### src/rtl/mips_multicycle_ctrl_if.sv
`default_nettype none
// ============================================================================
//  Module      : mips_multicycle_ctrl_if
//  Description : Bundle between the multicycle MIPS datapath and its control
//                FSM. Carries the decoded-instruction fields and memory
//                handshake toward the controller, and every datapath select,
//                write enable, status flag and perf counter back out.
//                  master : datapath side (drives opcode/funct/alu_zero/
//                           mem_ready, observes controls)
//                  slave  : controller side
//  Revision    : 1.0  initial release
// ============================================================================
interface mips_multicycle_ctrl_if;
    // datapath -> controller
    logic [5:0]  opcode;
    logic [5:0]  funct;
    logic        alu_zero;
    logic        mem_ready;
    // controller -> datapath
    logic        pc_write;
    logic        ir_write;
    logic        iord;
    logic        mem_read;
    logic        mem_write;
    logic        reg_write;
    logic        reg_dst;
    logic        mem_to_reg;
    logic        alu_src_a;
    logic [1:0]  alu_src_b;
    logic [1:0]  alu_op;
    logic [1:0]  pc_src;
    logic [3:0]  state;
    logic        instr_done;
    logic        illegal_op;
    logic        fault;
    logic [31:0] cycle_cnt;
    logic [31:0] instr_cnt;

    modport master (
        output opcode, funct, alu_zero, mem_ready,
        input  pc_write, ir_write, iord, mem_read, mem_write, reg_write,
               reg_dst, mem_to_reg, alu_src_a, alu_src_b, alu_op, pc_src,
               state, instr_done, illegal_op, fault, cycle_cnt, instr_cnt
    );

    modport slave (
        input  opcode, funct, alu_zero, mem_ready,
        output pc_write, ir_write, iord, mem_read, mem_write, reg_write,
               reg_dst, mem_to_reg, alu_src_a, alu_src_b, alu_op, pc_src,
               state, instr_done, illegal_op, fault, cycle_cnt, instr_cnt
    );
endinterface
`default_nettype wire

### src/rtl/mips_multicycle_ctrl.sv
`default_nettype none
// ============================================================================
//  Module      : mips_multicycle_ctrl
//  Description : Multicycle control FSM for a shared MIPS datapath with a
//                single unified memory port. Sequences fetch/decode/execute,
//                waits on mem_ready, flags illegal opcodes and latches a
//                sticky fault when a memory access exceeds WAIT_LIMIT cycles.
//  Ports       : clk, reset (synchronous, active high)
//                bus (slave modport of mips_multicycle_ctrl_if)
//  Parameters  : WAIT_LIMIT - wait cycles tolerated before FAULT (0 = never)
//  Options     : MC_PERF_CNT_EN - when defined, cycle_cnt/instr_cnt are live
//                counters; otherwise both read constant zero.
//  Revision    : 1.0  initial release
// ============================================================================
module mips_multicycle_ctrl #(
    parameter int WAIT_LIMIT = 15
) (
    input  wire logic             clk,
    input  wire logic             reset,
    mips_multicycle_ctrl_if.slave bus
);

    localparam logic [3:0] c_FETCH  = 4'd0;
    localparam logic [3:0] c_DECODE = 4'd1;
    localparam logic [3:0] c_MEMADR = 4'd2;
    localparam logic [3:0] c_MEMRD  = 4'd3;
    localparam logic [3:0] c_MEMWB  = 4'd4;
    localparam logic [3:0] c_MEMWR  = 4'd5;
    localparam logic [3:0] c_EXEC   = 4'd6;
    localparam logic [3:0] c_ALUWB  = 4'd7;
    localparam logic [3:0] c_BRANCH = 4'd8;
    localparam logic [3:0] c_JUMP   = 4'd9;
    localparam logic [3:0] c_JR     = 4'd10;
    localparam logic [3:0] c_FAULT  = 4'd11;

    localparam logic [5:0] c_OP_RTYPE = 6'b000000;
    localparam logic [5:0] c_OP_J     = 6'b000010;
    localparam logic [5:0] c_OP_BEQ   = 6'b000100;
    localparam logic [5:0] c_OP_LW    = 6'b100011;
    localparam logic [5:0] c_OP_SW    = 6'b101011;
    localparam logic [5:0] c_FN_JR    = 6'b001000;

    localparam int               c_WCW      = (WAIT_LIMIT < 1) ? 1 : $clog2(WAIT_LIMIT + 1);
    localparam logic [c_WCW-1:0] c_WAIT_MAX = c_WCW'(WAIT_LIMIT);

    logic [3:0]       r_state;
    logic [3:0]       w_next;
    logic [c_WCW-1:0] r_wait_cnt;
    logic             r_fault;
    logic             w_is_wait;
    logic             w_timeout;
    logic             w_illegal;

    // raw (pre-reset-gating) control decode
    logic       w_pc_write, w_ir_write, w_iord, w_mem_read, w_mem_write;
    logic       w_reg_write, w_reg_dst, w_mem_to_reg, w_alu_src_a, w_instr_done;
    logic [1:0] w_alu_src_b, w_alu_op, w_pc_src;

    assign w_is_wait = (r_state == c_FETCH) || (r_state == c_MEMRD) || (r_state == c_MEMWR);
    // A mem_ready arriving on the limit cycle still completes normally.
    assign w_timeout = (WAIT_LIMIT > 0) && w_is_wait && !bus.mem_ready && (r_wait_cnt == c_WAIT_MAX);

    always_comb begin
        w_next    = r_state;
        w_illegal = 1'b0;
        case (r_state)
            c_FETCH:  if (bus.mem_ready) w_next = c_DECODE;
            c_DECODE: begin
                case (bus.opcode)
                    c_OP_LW, c_OP_SW: w_next = c_MEMADR;
                    c_OP_BEQ:         w_next = c_BRANCH;
                    c_OP_J:           w_next = c_JUMP;
                    c_OP_RTYPE:       w_next = (bus.funct == c_FN_JR) ? c_JR : c_EXEC;
                    default: begin
                        w_illegal = 1'b1;
                        w_next    = c_FETCH;
                    end
                endcase
            end
            c_MEMADR: w_next = (bus.opcode == c_OP_LW) ? c_MEMRD : c_MEMWR;
            c_MEMRD:  if (bus.mem_ready) w_next = c_MEMWB;
            c_MEMWR:  if (bus.mem_ready) w_next = c_FETCH;
            c_EXEC:   w_next = c_ALUWB;
            c_MEMWB, c_ALUWB, c_BRANCH, c_JUMP, c_JR: w_next = c_FETCH;
            c_FAULT:  w_next = c_FAULT;
            default:  w_next = c_FETCH;
        endcase
        if (w_timeout) w_next = c_FAULT;
    end

    always_ff @(posedge clk) begin
        if (reset) begin
            r_state    <= c_FETCH;
            r_fault    <= 1'b0;
            r_wait_cnt <= '0;
        end else begin
            r_state <= w_next;
            if (w_timeout) r_fault <= 1'b1;
            // Any state change restarts the wait window for the new state.
            if (w_next != r_state)
                r_wait_cnt <= '0;
            else if (w_is_wait && !bus.mem_ready && (r_wait_cnt != '1))
                r_wait_cnt <= r_wait_cnt + 1'b1;
        end
    end

    always_comb begin
        w_pc_write   = 1'b0;
        w_ir_write   = 1'b0;
        w_iord       = 1'b0;
        w_mem_read   = 1'b0;
        w_mem_write  = 1'b0;
        w_reg_write  = 1'b0;
        w_reg_dst    = 1'b0;
        w_mem_to_reg = 1'b0;
        w_alu_src_a  = 1'b0;
        w_alu_src_b  = 2'b00;
        w_alu_op     = 2'b00;
        w_pc_src     = 2'b00;
        w_instr_done = 1'b0;
        case (r_state)
            c_FETCH: begin
                w_mem_read  = 1'b1;
                w_alu_src_b = 2'b01;
                w_ir_write  = bus.mem_ready;
                w_pc_write  = bus.mem_ready;
            end
            c_DECODE: w_alu_src_b = 2'b11;
            c_MEMADR: begin
                w_alu_src_a = 1'b1;
                w_alu_src_b = 2'b10;
            end
            c_MEMRD: begin
                w_mem_read = 1'b1;
                w_iord     = 1'b1;
            end
            c_MEMWB: begin
                w_reg_write  = 1'b1;
                w_mem_to_reg = 1'b1;
                w_instr_done = 1'b1;
            end
            c_MEMWR: begin
                w_mem_write  = 1'b1;
                w_iord       = 1'b1;
                w_instr_done = bus.mem_ready;
            end
            c_EXEC: begin
                w_alu_src_a = 1'b1;
                w_alu_op    = 2'b10;
            end
            c_ALUWB: begin
                w_reg_write  = 1'b1;
                w_reg_dst    = 1'b1;
                w_instr_done = 1'b1;
            end
            c_BRANCH: begin
                w_alu_src_a  = 1'b1;
                w_alu_op     = 2'b01;
                w_pc_src     = 2'b01;
                w_pc_write   = bus.alu_zero;
                w_instr_done = 1'b1;
            end
            c_JUMP: begin
                w_pc_src     = 2'b10;
                w_pc_write   = 1'b1;
                w_instr_done = 1'b1;
            end
            c_JR: begin
                w_pc_src     = 2'b11;
                w_pc_write   = 1'b1;
                w_instr_done = 1'b1;
            end
            default: ;
        endcase
    end

    // Side-effecting strobes are suppressed during the reset cycle so an
    // abandoned instruction can never commit anything.
    assign bus.pc_write   = w_pc_write   & ~reset;
    assign bus.ir_write   = w_ir_write   & ~reset;
    assign bus.reg_write  = w_reg_write  & ~reset;
    assign bus.mem_write  = w_mem_write  & ~reset;
    assign bus.instr_done = w_instr_done & ~reset;
    assign bus.illegal_op = w_illegal    & ~reset;
    assign bus.iord       = w_iord;
    assign bus.mem_read   = w_mem_read;
    assign bus.reg_dst    = w_reg_dst;
    assign bus.mem_to_reg = w_mem_to_reg;
    assign bus.alu_src_a  = w_alu_src_a;
    assign bus.alu_src_b  = w_alu_src_b;
    assign bus.alu_op     = w_alu_op;
    assign bus.pc_src     = w_pc_src;
    assign bus.state      = r_state;
    assign bus.fault      = r_fault;

`ifdef MC_PERF_CNT_EN
    logic [31:0] r_cycle_cnt;
    logic [31:0] r_instr_cnt;

    always_ff @(posedge clk) begin
        if (reset) begin
            r_cycle_cnt <= '0;
            r_instr_cnt <= '0;
        end else if (r_state != c_FAULT) begin
            r_cycle_cnt <= r_cycle_cnt + 32'd1;
            if (w_instr_done) r_instr_cnt <= r_instr_cnt + 32'd1;
        end
    end

    assign bus.cycle_cnt = r_cycle_cnt;
    assign bus.instr_cnt = r_instr_cnt;
`else
    assign bus.cycle_cnt = 32'd0;
    assign bus.instr_cnt = 32'd0;
`endif

endmodule
`default_nettype wire
### src/flat_wrapper.sv
// flat-port wrapper written by rule: the top's interface ports become plain ports
module mips_multicycle_ctrl_flat 
#(
    parameter int WAIT_LIMIT = 15
)
  (clk, reset, bus_opcode, bus_funct, bus_alu_zero, bus_mem_ready, bus_pc_write, bus_ir_write, bus_iord, bus_mem_read, bus_mem_write, bus_reg_write, bus_reg_dst, bus_mem_to_reg, bus_alu_src_a, bus_alu_src_b, bus_alu_op, bus_pc_src, bus_state, bus_instr_done, bus_illegal_op, bus_fault, bus_cycle_cnt, bus_instr_cnt);
  mips_multicycle_ctrl_if bus_i ();
  input  wire logic clk;
  input  wire logic reset;
  input wire logic [$bits(bus_i.opcode)-1:0] bus_opcode;
  input wire logic [$bits(bus_i.funct)-1:0] bus_funct;
  input wire logic [$bits(bus_i.alu_zero)-1:0] bus_alu_zero;
  input wire logic [$bits(bus_i.mem_ready)-1:0] bus_mem_ready;
  output wire logic [$bits(bus_i.pc_write)-1:0] bus_pc_write;
  output wire logic [$bits(bus_i.ir_write)-1:0] bus_ir_write;
  output wire logic [$bits(bus_i.iord)-1:0] bus_iord;
  output wire logic [$bits(bus_i.mem_read)-1:0] bus_mem_read;
  output wire logic [$bits(bus_i.mem_write)-1:0] bus_mem_write;
  output wire logic [$bits(bus_i.reg_write)-1:0] bus_reg_write;
  output wire logic [$bits(bus_i.reg_dst)-1:0] bus_reg_dst;
  output wire logic [$bits(bus_i.mem_to_reg)-1:0] bus_mem_to_reg;
  output wire logic [$bits(bus_i.alu_src_a)-1:0] bus_alu_src_a;
  output wire logic [$bits(bus_i.alu_src_b)-1:0] bus_alu_src_b;
  output wire logic [$bits(bus_i.alu_op)-1:0] bus_alu_op;
  output wire logic [$bits(bus_i.pc_src)-1:0] bus_pc_src;
  output wire logic [$bits(bus_i.state)-1:0] bus_state;
  output wire logic [$bits(bus_i.instr_done)-1:0] bus_instr_done;
  output wire logic [$bits(bus_i.illegal_op)-1:0] bus_illegal_op;
  output wire logic [$bits(bus_i.fault)-1:0] bus_fault;
  output wire logic [$bits(bus_i.cycle_cnt)-1:0] bus_cycle_cnt;
  output wire logic [$bits(bus_i.instr_cnt)-1:0] bus_instr_cnt;
  assign bus_i.opcode = bus_opcode;
  assign bus_i.funct = bus_funct;
  assign bus_i.alu_zero = bus_alu_zero;
  assign bus_i.mem_ready = bus_mem_ready;
  assign bus_pc_write = bus_i.pc_write;
  assign bus_ir_write = bus_i.ir_write;
  assign bus_iord = bus_i.iord;
  assign bus_mem_read = bus_i.mem_read;
  assign bus_mem_write = bus_i.mem_write;
  assign bus_reg_write = bus_i.reg_write;
  assign bus_reg_dst = bus_i.reg_dst;
  assign bus_mem_to_reg = bus_i.mem_to_reg;
  assign bus_alu_src_a = bus_i.alu_src_a;
  assign bus_alu_src_b = bus_i.alu_src_b;
  assign bus_alu_op = bus_i.alu_op;
  assign bus_pc_src = bus_i.pc_src;
  assign bus_state = bus_i.state;
  assign bus_instr_done = bus_i.instr_done;
  assign bus_illegal_op = bus_i.illegal_op;
  assign bus_fault = bus_i.fault;
  assign bus_cycle_cnt = bus_i.cycle_cnt;
  assign bus_instr_cnt = bus_i.instr_cnt;
  mips_multicycle_ctrl #(.WAIT_LIMIT(WAIT_LIMIT)) u_core (.clk(clk), .reset(reset), .bus(bus_i));
endmodule
### config.mk
export PLATFORM = sky130hd
export DESIGN_NAME = mips_multicycle_ctrl_flat
export DESIGN_NICKNAME = d
export VERILOG_FILES = /design/src/rtl/mips_multicycle_ctrl_if.sv /design/src/rtl/mips_multicycle_ctrl.sv /design/src/flat_wrapper.sv
export SDC_FILE = /design/constraint.sdc
export NUM_CORES = 1
export LEC_CHECK = 0
export BUFFER_PORTS_ARGS = -buffer_cell sky130_fd_sc_hd__buf_2
export CORE_UTILIZATION = 41
export DETAILED_ROUTE_END_ITERATION = 10
export PLACE_DENSITY = 0.86
export SLEW_MARGIN = 10
export SYNTH_ARGS = -nofsm -noshare
export SYNTH_HDL_FRONTEND = slang
export SYNTH_SLANG_ARGS = --single-unit
### constraint.sdc
create_clock -name clk -period 2.25 [get_ports clk]
set_input_delay 0.5625 -clock clk [delete_from_list [all_inputs] [get_ports clk]]
set_output_delay 0.5625 -clock clk [all_outputs]
set_load 0.02 [all_outputs]
# Yosys cells after proc, flatten, opt, wreduce, memory -nomap -nowiden
# Cells that the tools add are included.
# totals
output_inout_bits,86
word_cells,70
register_bits,9
# classes
n_eq_ne,19
addsub,1
muxes,23
n_reduce_logical,17
n_bitwise,7
# ops
cell,n
$pmux W4 S7,1
$eq A4 B4 Y1 const B,5
$mux W4,5
$eq A4 B3 Y1 const B,4
$pmux W4 S4,1
$eq A6 B6 Y1 const B,2
$pmux W2 S3,2
$reduce_or A2 Y1,6
$mux W1,10
$reduce_or A5 Y1,2
$eq A4 B2 Y1 const B,2
$and A1 B1 Y1,6
$eq A6 B2 Y1 const B,1
$eq A6 B3 Y1 const B,1
$eq A6 B4 Y1 const B,1
$logic_not A6 Y1,1
$add A4 B1 Y4 const B,1
$eq A4 B1 Y1 const B,1
$logic_not A4 Y1,1
$ne A4 B4 Y1,1
$ne A4 B4 Y1 const B,1
$pmux W2 S2,1
$logic_and A1 B1 Y1,3
$mux W3,1
6 further kinds,7

# Logic depth before layout (Yosys ltp)
# Gate-level depths: netlist of the first run.
# depth
depth_word,8
depth_mapped,7
mapped_depth_nobuf,7

# Worst setup path before layout of the first run
# OpenSTA, ideal clock, no wires.
# synth_timing
kind,reg2out
start,register u_core.r_state[0] (netlist: u_core.bus.state[0])
end,output bus_illegal_op
arrival_ns,2.026
stages_incl_launch_ff,5
n_path_buf,1
setup_slack_ns,-0.338
cell_sequence,dfxtp_1 > buf_2 > nor2b_1 > nand2_1 > a2111oi_0
# synth_between
elab_chain_cells,3
# synth_lines
item,line,source
"start, declared",mips_multicycle_ctrl.sv:46,logic [3:0] r_state;
"start signal, assigned",mips_multicycle_ctrl.sv:93,r_state <= c_FETCH;
"start signal, assigned",mips_multicycle_ctrl.sv:97,r_state <= w_next;
$eq A4 B1 Y1,mips_multicycle_ctrl.sv:66,case (r_state)
$mux W1,mips_multicycle_ctrl.sv:66,
$and A1 B1 Y1,mips_multicycle_ctrl.sv:184,assign bus.illegal_op = w_illegal & ~reset;
"end, declared",flat_wrapper.sv:28,output wire logic [$bits(bus_i.illegal_op)-1:0] bus_illegal_op;
# Every way passes these cells.

# Worst setup path in the final report of the first run
# layout_timing
start,input bus_opcode[1]
end,output bus_illegal_op
# layout_between
elab_chain_cells,5
# layout_lines
item,line,source
"start, declared",flat_wrapper.sv:10,input wire logic [$bits(bus_i.opcode)-1:0] bus_opcode;
"$eq A6 B6 Y1, or another cell as far along",mips_multicycle_ctrl.sv:69,case (bus.opcode)
$reduce_or A5 Y1 (no line) *,--,
$mux W1 *,mips_multicycle_ctrl.sv:69,
$mux W1 *,mips_multicycle_ctrl.sv:66,
$and A1 B1 Y1 *,mips_multicycle_ctrl.sv:184,
# Every way passes the cells marked *; elsewhere a longest branch is shown, timed or not.

==> results of run 1 <==
## what timing repair did
item,CTS,global route
buffers inserted,0,0
setup endpoints to repair,2,1
hold buffers,0,0
gates resized for setup,4,4
pin swaps,0,1
hold endpoints to repair,0,0
## where the power goes
| group | leakage, nW | total, mW | switching, mW | internal [mW] |
|---|---|---|---|---|
| Clock | 0.0150 | 0.125 | 0.0565 | 0.0683 |
| Combinational | 0.674 | 0.201 | 0.154 | 0.0465 |
| Sequential | 0.0742 | 0.168 | 0.00507 | 0.163 |
| Total | 0.763 | 0.494 | 0.216 | 0.278 |
## routing by layer
layer,GRT usage [%],vias up,wire length [um]
met3,2.13,4,236
met4,7.14,0,33
met2,24.2,70,1290
met5,0,-,0
met1,22.3,546,1240
li1,-,627,-
## area by class of cell
| class | instances | area (sq um) |
|---|---|---|
| clock buffers | 4 | 26.3 |
| well taps | 44 | 55.1 |
| multi-input cells | 171 | 962 |
| flip-flops and latches | 9 | 184 |
| repair buffers | 50 | 283 |
| fillers | 333 | 1640 |
| inverters | 2 | 7.51 |
## per-stage QoR
stage	setup WS, ns	cell area [sq um]	cells
after floorplan	0.0207	1660	255
after global placement	0.0181	1470	276
after detailed placement	0.000535	1470	276
after CTS	0.0268	1510	280
after global routing	0.000277	1520	280
final	0.0427	1520	280
## cell families after synthesis
logic type | after synthesis | synth area share, %
flip-flops | 9 | 12.8
adder cells (fa/ha/maj) | 2 | 1.60
AND/OR/NAND/NOR | 69 | 27.2
XOR/XNOR | 8 | 4.97
multiplexers | 1 | 0.710
other | 1 | 0.266
AO/OA/AOI/OAI | 27 | 14.8
buffers and inverters | 75 | 37.7
## final timing paths
path                                            from                    to  cells past startpoint
worst min register to register      u_core.bus.fault      u_core.bus.fault                      2
worst max-delay path                   bus_opcode[1]        bus_illegal_op                      5
worst max register to register  u_core.r_wait_cnt[0]  u_core.r_wait_cnt[1]                      7
worst min-delay path                u_core.bus.fault      u_core.bus.fault                      2
## cell usage in the layout (no fill, tap or decap), types with 2 or more instances in the layout
cell,synthesis,routed
conb_1,1,64
buf_2,5,37
nor2_1,16,15
buf_4,65,13
nand2_1,11,11
a21oi_1,9,8
nor3_1,7,6
nor4_1,6,6
dfxtp_1,9,6
xor2_1,5,5
nand2b_1,5,4
nand3_1,4,4
xnor2_1,3,3
clkbuf_4,0,3
dfxtp_2,0,3
or2_1,2,2
inv_1,2,2
nor3b_1,2,2
a221oi_1,2,2
o22ai_1,2,2
nand4_1,2,2
nor2b_1,3,2
nor4b_1,2,2
a211oi_1,2,2
a31oi_1,2,2
## state kept, by name, indices dropped and copies added, names as in the netlist
register	flops
u_core.bus.state	4
u_core.r_wait_cnt	4
u_core.bus.fault	1
## critical path, delay by kind of cell
family                 cells  cell delay, ns
buffers and inverters      2            0.26
AND/OR/NAND/NOR            1            0.53
AO/OA/AOI/OAI              2            0.28
==> impl_metrics.yaml, run 1 <==
grt:
  grt_pass1_vias: 975
  grt.total_usage_pct: 15.9
  grt.overflow.total: 0
  antenna_found_initial: 0
  grt_max_degree: 13
  grt_pass1_wl_mm: 4.37
sta:
  setup_violations: 0
  tns_ns: 0
  fin_worst_skew_ns: 0.00646
  report.final.slew_viol_count: 0
  rsz0062_at_grt: "false"
  fmax_ghz: 0.453
  whs_ns: 0.440
  period_needed_ns: 2.21
  timing.final.hold_violations: 0
  layout_worst_path_cycle_share_pct: 98.1
clocking:
  cts_buffers: 3
  htreeDepth: 1
  clockRootBuffer: "clkbuf_4"
  clock-sinks: 9
  path_clk_slew_ns: 0.06
  tritoncts: "done"
  clock_path_buffers: 2
  insertion_delay_ns: 0.26
final_layout:
  n_antenna_cell: 0
  drive_gt1_share_pct: 28.8
  final_core_util_pct: 48.1
  fin_nets: 254
  syn2layout_area_growth_pct: 7.63
critical_path:
  critPathMostFrequentCell: "buf_2"
  arrival_ns: 1.64
  r2r_slack_ns: 0.29
  cp_max_fo: 2
  setup.worst_path.class: "input pin to primary output"
  critPathLaunchType: "input pin"
  worst_ep_required_time_ns: 1.69
  crit_slowest_cell: "or4_1"
  critPathCaptureType: "primary output"
  worstPathCellList: "buf_2 -> or4_1 -> a21oi_2 -> a2111oi_2 -> buf_2"
  slowest_delay_ns: 0.53
synthesis:
  synth-main-ff-cell: "dfxtp_1"
  synth_edf_count: 0
  ys_ff_latch: 9
  yosysUniqueCellTypes: 47
  synth_top_cell_by_area: "buf_4"
  synthArstFlopShare_pct: 0
  syn-cell-area_sq_mm: 0.00141
  seq_area_frac_synth_pct: 12.8
  yosysMostFrequentCell: "buf_4"
  avgSynthCellArea_sq_um: 7.34
  synth_area_leaders: "buf_4, dfxtp_1, nor2_1"
  syn_inst: 192
  ys_warn_count: 0
  synth_top_cell_area_share_pct: 34.6
  synth_common_cells: "buf_4, nor2_1, nand2_1, a21oi_1, dfxtp_1"
floorplan:
  die_w_um: 60.6
  io_pins: 102
  core_region_area_sq_mm: 0.00315
  start_util_pct: 44.7
  row_count: 20
  die_h_um: 60.6
  die-area_sq_mm: 0.00368
drt:
  wire_per_inst_um: 10.0
  final_antenna_net_count: 0
  vias: 1247
  drc: 0
  first_pass_iters: 4
  wl_mm: 2.80
  via_per_inst: 4.45
  drt-initial-drc-count: 81
power_and_ir_drop:
  irDropWorstVdd_uv: 143
  finalPower_uw: 494
  power_density_mw_per_mm2: 325
  leakage_nw: 0.763
placement:
  place_congestion: 0.830
  place.port_buffers: 37
  dpl.hpwl_mm: 2.30
status:
  status: "finished, final reports clean"
hold_path:
  hold_class: "register to register"
flow_run:
  maxCapViolCount: 0
Power figures use the tool's default switching activity.
==> run 2, diff against run 1 <==
SETUP_SLACK_MARGIN = 0.05   (was default)
==> impl_metrics.yaml, run 2 (synthesis gave the netlist of run 1 again) <==
sta:
  timing.final.hold_violations: 0
  fmax_ghz: 0.458
  setup_violations: 0
  layout_worst_path_cycle_share_pct: 97.0
  period_needed_ns: 2.18
  report.final.slew_viol_count: 0
  tns_ns: 0
  whs_ns: 0.444
  rsz0062_at_grt: "true"
  fin_worst_skew_ns: 0.00668
clocking:
  tritoncts: "done"
  clockRootBuffer: "clkbuf_4"
  clock-sinks: 9
  cts_setup_buffers: 0
  clock_path_buffers: 2
  cts_buffers: 3
  holdBufCountCts: 0
  htreeDepth: 1
  path_clk_slew_ns: 0.07
  insertion_delay_ns: 0.27
grt:
  grt_pass1_wl_mm: 4.29
  grt.busiest_layer: "met2"
  grt_util_met2_pct: 26.5
  antenna_found_initial: 0
  grt.total_usage_pct: 15.7
  grt_pass1_vias: 967
  grt_max_degree: 13
  grt_use_met1_pct: 20.0
  use_met3_pct: 4.48
  grt.overflow.total: 0
flow_run:
  maxCapViolCount: 0
floorplan:
  io_pins: 102
  die-area_sq_mm: 0.00368
  row_count: 20
  core_region_area_sq_mm: 0.00315
  die_h_um: 60.6
  start_util_pct: 44.7
  die_w_um: 60.6
drt:
  wl_mm: 2.88
  wire_per_inst_um: 10.3
  final_antenna_net_count: 0
  drt-initial-drc-count: 74
  first_pass_iters: 4
  via_per_inst: 4.56
  drc: 0
  vias: 1276
critical_path:
  worstPathCellList: "buf_2 -> or4_4 -> a21oi_4 -> a2111oi_2 -> buf_4"
  critPathLaunchType: "input pin"
  setup.worst_path.class: "input pin to primary output"
  worst_ep_required_time_ns: 1.69
  arrival_ns: 1.62
  crit_slowest_cell: "or4_4"
  critPathCaptureType: "primary output"
  cp_max_fo: 2
  slowest_delay_ns: 0.54
placement:
  place_congestion: 0.854
  dpl.hpwl_mm: 2.33
  place.port_buffers: 37
final_layout:
  drive_gt1_share_pct: 30.9
  n_antenna_cell: 0
  syn2layout_area_growth_pct: 9.94
  final_common_cell: "conb_1"
  final_cell_mix: "conb_1, buf_2, nor2_1, buf_4, nand2_1"
  fin_nets: 254
  final_core_util_pct: 49.2
hold_path:
  hold_class: "register to register"
status:
  status: "finished, final reports clean"
power_and_ir_drop:
  power_density_mw_per_mm2: 320
  irDropWorstVdd_uv: 175
  leakage_nw: 0.768
==> run 2: path summary, 6_finish.rpt <==
path,startpoint,to,slack [ns],cells past startpoint
worst max-delay path,bus_opcode[1],bus_illegal_op,0.07,5
worst min-delay path,u_core.bus.fault,u_core.bus.fault,0.44,2
worst max register to register,u_core.r_wait_cnt[0],u_core.r_wait_cnt[3],0.26,7
worst min register to register,u_core.bus.fault,u_core.bus.fault,0.44,2
==> run 2: per-layer routing <==
layer	routed length, um	up-vias	share of wire, %
li1	-	630	-
met1	1260	575	44
met2	1370	67	48
met3	223	4	7.8
met4	23	0	0.80
met5	0	-	0
==> run 2: through the flow <==
step / setup slack, ns / cell area (sq um) / std cells / total power [mW]
floorplan: 0.0821 / 1660 / 255 / 0.413
global route: 0.0359 / 1550 / 280 / 0.529
global placement: 0.0149 / 1480 / 276 / 0.366
CTS: 0.0591 / 1520 / 280 / 0.497
detailed placement: -0.0384 / 1480 / 276 / 0.370
finish: 0.0686 / 1550 / 280 / 0.496
==> run 2: worst max-delay path: cells and delay by family <==
kind | cells | cell delay [ns]
AO/OA/AOI/OAI | 2 | 0.24
buffers and inverters | 2 | 0.27
AND/OR/NAND/NOR | 1 | 0.54
==> run 2: where the power goes <==
group	leakage, nW	switching (mW)	internal (mW)
clock	0.0177	0.0601	0.0656
combinational	0.675	0.157	0.0482
sequential	0.0756	0.00526	0.160
==> run 2: area by class of cell <==
type | count | area, sq um
Timing Repair Buffer | 50 | 285
Fill cell | 332 | 1600
Multi-Input combinational cell | 171 | 982
Inverter | 2 | 7.51
Sequential cell | 9 | 193
Clock inverter | 1 | 5.00
Clock buffer | 3 | 22.5
Tap cell | 44 | 55.1
==> run 2: what timing repair did <==
action | CTS | global route
pin swaps | 1 | 3
setup endpoints to repair | 2 | 5
gates resized for setup | 5 | 11
==> run 3, diff against run 2 <==
BUFFER_PORTS_ARGS = -buffer_cell sky130_fd_sc_hd__clkbuf_2   (was -buffer_cell sky130_fd_sc_hd__buf_2)
CORE_MARGIN = 10   (was default)
GPL_TIMING_DRIVEN = 1   (was default)
==> impl_metrics.yaml, run 3 (synthesis gave the netlist of run 1 again) <==
status:
  status: "finished, final reports clean"
clocking:
  clock_path_buffers: 2
  path_clk_slew_ns: 0.06
  htreeDepth: 1
  cts_buffers: 3
  cts_setup_buffers: 0
  insertion_delay_ns: 0.26
  clockRootBuffer: "clkbuf_4"
  tritoncts: "done"
  holdBufCountCts: 0
  clock-sinks: 9
critical_path:
  cp_max_fo: 3
  setup.worst_path.class: "input pin to primary output"
  reg2reg_from: "u_core.r_wait_cnt[0]"
  crit_end: "bus_illegal_op"
  critPathLaunchType: "input pin"
  timing.rr.end: "u_core.r_wait_cnt[3]"
  r2r_slack_ns: 0.29
  ff2ff_path_depth: 7
  cp-startpoint: "bus_opcode[0]"
  worst_ep_required_time_ns: 1.69
  critPathCaptureType: "primary output"
  arrival_ns: 1.59
drt:
  wl_mm: 3.60
  first_pass_iters: 4
  via_per_inst: 4.48
  final_antenna_net_count: 0
  drt-initial-drc-count: 53
  wire_per_inst_um: 12.8
  vias: 1259
  drc: 0
hold_path:
  hold_class: "register to register"
sta:
  whs_ns: 0.445
  tns_ns: 0
  fmax_ghz: 0.465
  fin_worst_skew_ns: 0.000179
  rsz0062_at_grt: "true"
  layout_worst_path_cycle_share_pct: 95.5
  setup_violations: 0
  timing.final.hold_violations: 0
  period_needed_ns: 2.15
  report.final.slew_viol_count: 0
floorplan:
  die_h_um: 78.6
  core_region_area_sq_mm: 0.00334
  row_count: 21
  die_w_um: 78.6
  start_util_pct: 42.3
  io_pins: 102
  die-area_sq_mm: 0.00619
grt:
  grt.total_usage_pct: 10.9
  grt_pass1_vias: 1289
  antenna_found_initial: 0
  grt_pass1_wl_mm: 5.87
  grt_max_degree: 14
  grt.overflow.total: 0
final_layout:
  final_cell_mix: "conb_1, clkbuf_2, nor2_1, buf_4, nand2_1"
  final_common_cell: "conb_1"
  fin_nets: 253
  n_antenna_cell: 0
  syn2layout_area_growth_pct: 8.96
  drive_gt1_share_pct: 31.1
power_and_ir_drop:
  irDropWorstVdd_uv: 150
  pwr-share-clk_pct: 25.0
  p_switching_uw: 224
  leakage_nw: 0.754
  comb_power_share_pct: 41.3
  power_density_mw_per_mm2: 325
  intPower_uw: 276
  power_frac_seq_pct: 33.7
  p_sw_share_pct: 44.8
placement:
  dpl.hpwl_mm: 3.09
  place_congestion: 0.797
  place.port_buffers: 37
flow_run:
  maxCapViolCount: 0
run 3: layer usage:
metal	vias to the layer above	share of wire [%]	track usage, %
li1	625	-	-
met1	562	39	11.4
met2	70	45	17.8
met3	2	15	6.38
met4	0	0.58	3.94
met5	-	0	0
run 3: stage by stage:
step | instances | instance area, sq um | util [%] | power [mW] | worst slack [ns]
6_report | 281 | 1540 | 46.0 | 0.500 | 0.101
5_1_grt | 281 | 1540 | 46.0 | 0.529 | 0.0304
4_1_cts | 281 | 1500 | 45.0 | 0.494 | 0.0564
3_5_place_dp | 277 | 1470 | 44.1 | 0.369 | 0.0184
3_3_place_gp | 277 | 1470 | 44.1 | 0.367 | 0.0743
2_1_floorplan | 255 | 1660 | - | 0.413 | 0.0821
run 3: repair_timing:
action / in CTS / in global routing
endpoints found under the setup margin: 3 / 6
hold endpoints to repair: 0 / 0
resized for setup: 2 / 12
pin swaps: 0 / 2
cloned: 0 / 0
run 3: layout make-up:
type	instances	area [sq um]
clock buffers	3	22.5
clock inverters	1	5.00
flip-flops and latches	9	184
well taps	46	57.6
multi-input cells	171	982
repair buffers	49	278
fillers	370	1800
inverters	2	7.51
run 3: power groups by stage:
| stage | Clock, mW | Combinational, mW | Sequential [mW] |
|---|---|---|---|
| after floorplan | 0 | 0.243 | 0.170 |
| after global placement | 0 | 0.195 | 0.171 |
| after detailed placement | 0 | 0.197 | 0.172 |
| after CTS | 0.128 | 0.198 | 0.168 |
| after global routing | 0.133 | 0.226 | 0.169 |
| final | 0.125 | 0.207 | 0.169 |
run 3: worst max-delay path: stages:
cell and delay, ns:
clkbuf_2 0.11, or4_1 0.51, a21oi_2 0.17, a2111oi_2 0.07
buf_4 0.17
run 3: worst min path at each step:
stage,from,end,cells after the start
4_1_cts,u_core.bus.fault,u_core.bus.fault,2
6_report,u_core.bus.fault,u_core.bus.fault,2
3_5_place_dp,u_core.bus.fault,u_core.bus.fault,2
5_1_grt,u_core.bus.fault,u_core.bus.fault,2
3_3_place_gp,u_core.bus.fault,u_core.bus.fault,2
2_1_floorplan,u_core.r_wait_cnt[3],u_core.bus.fault,2
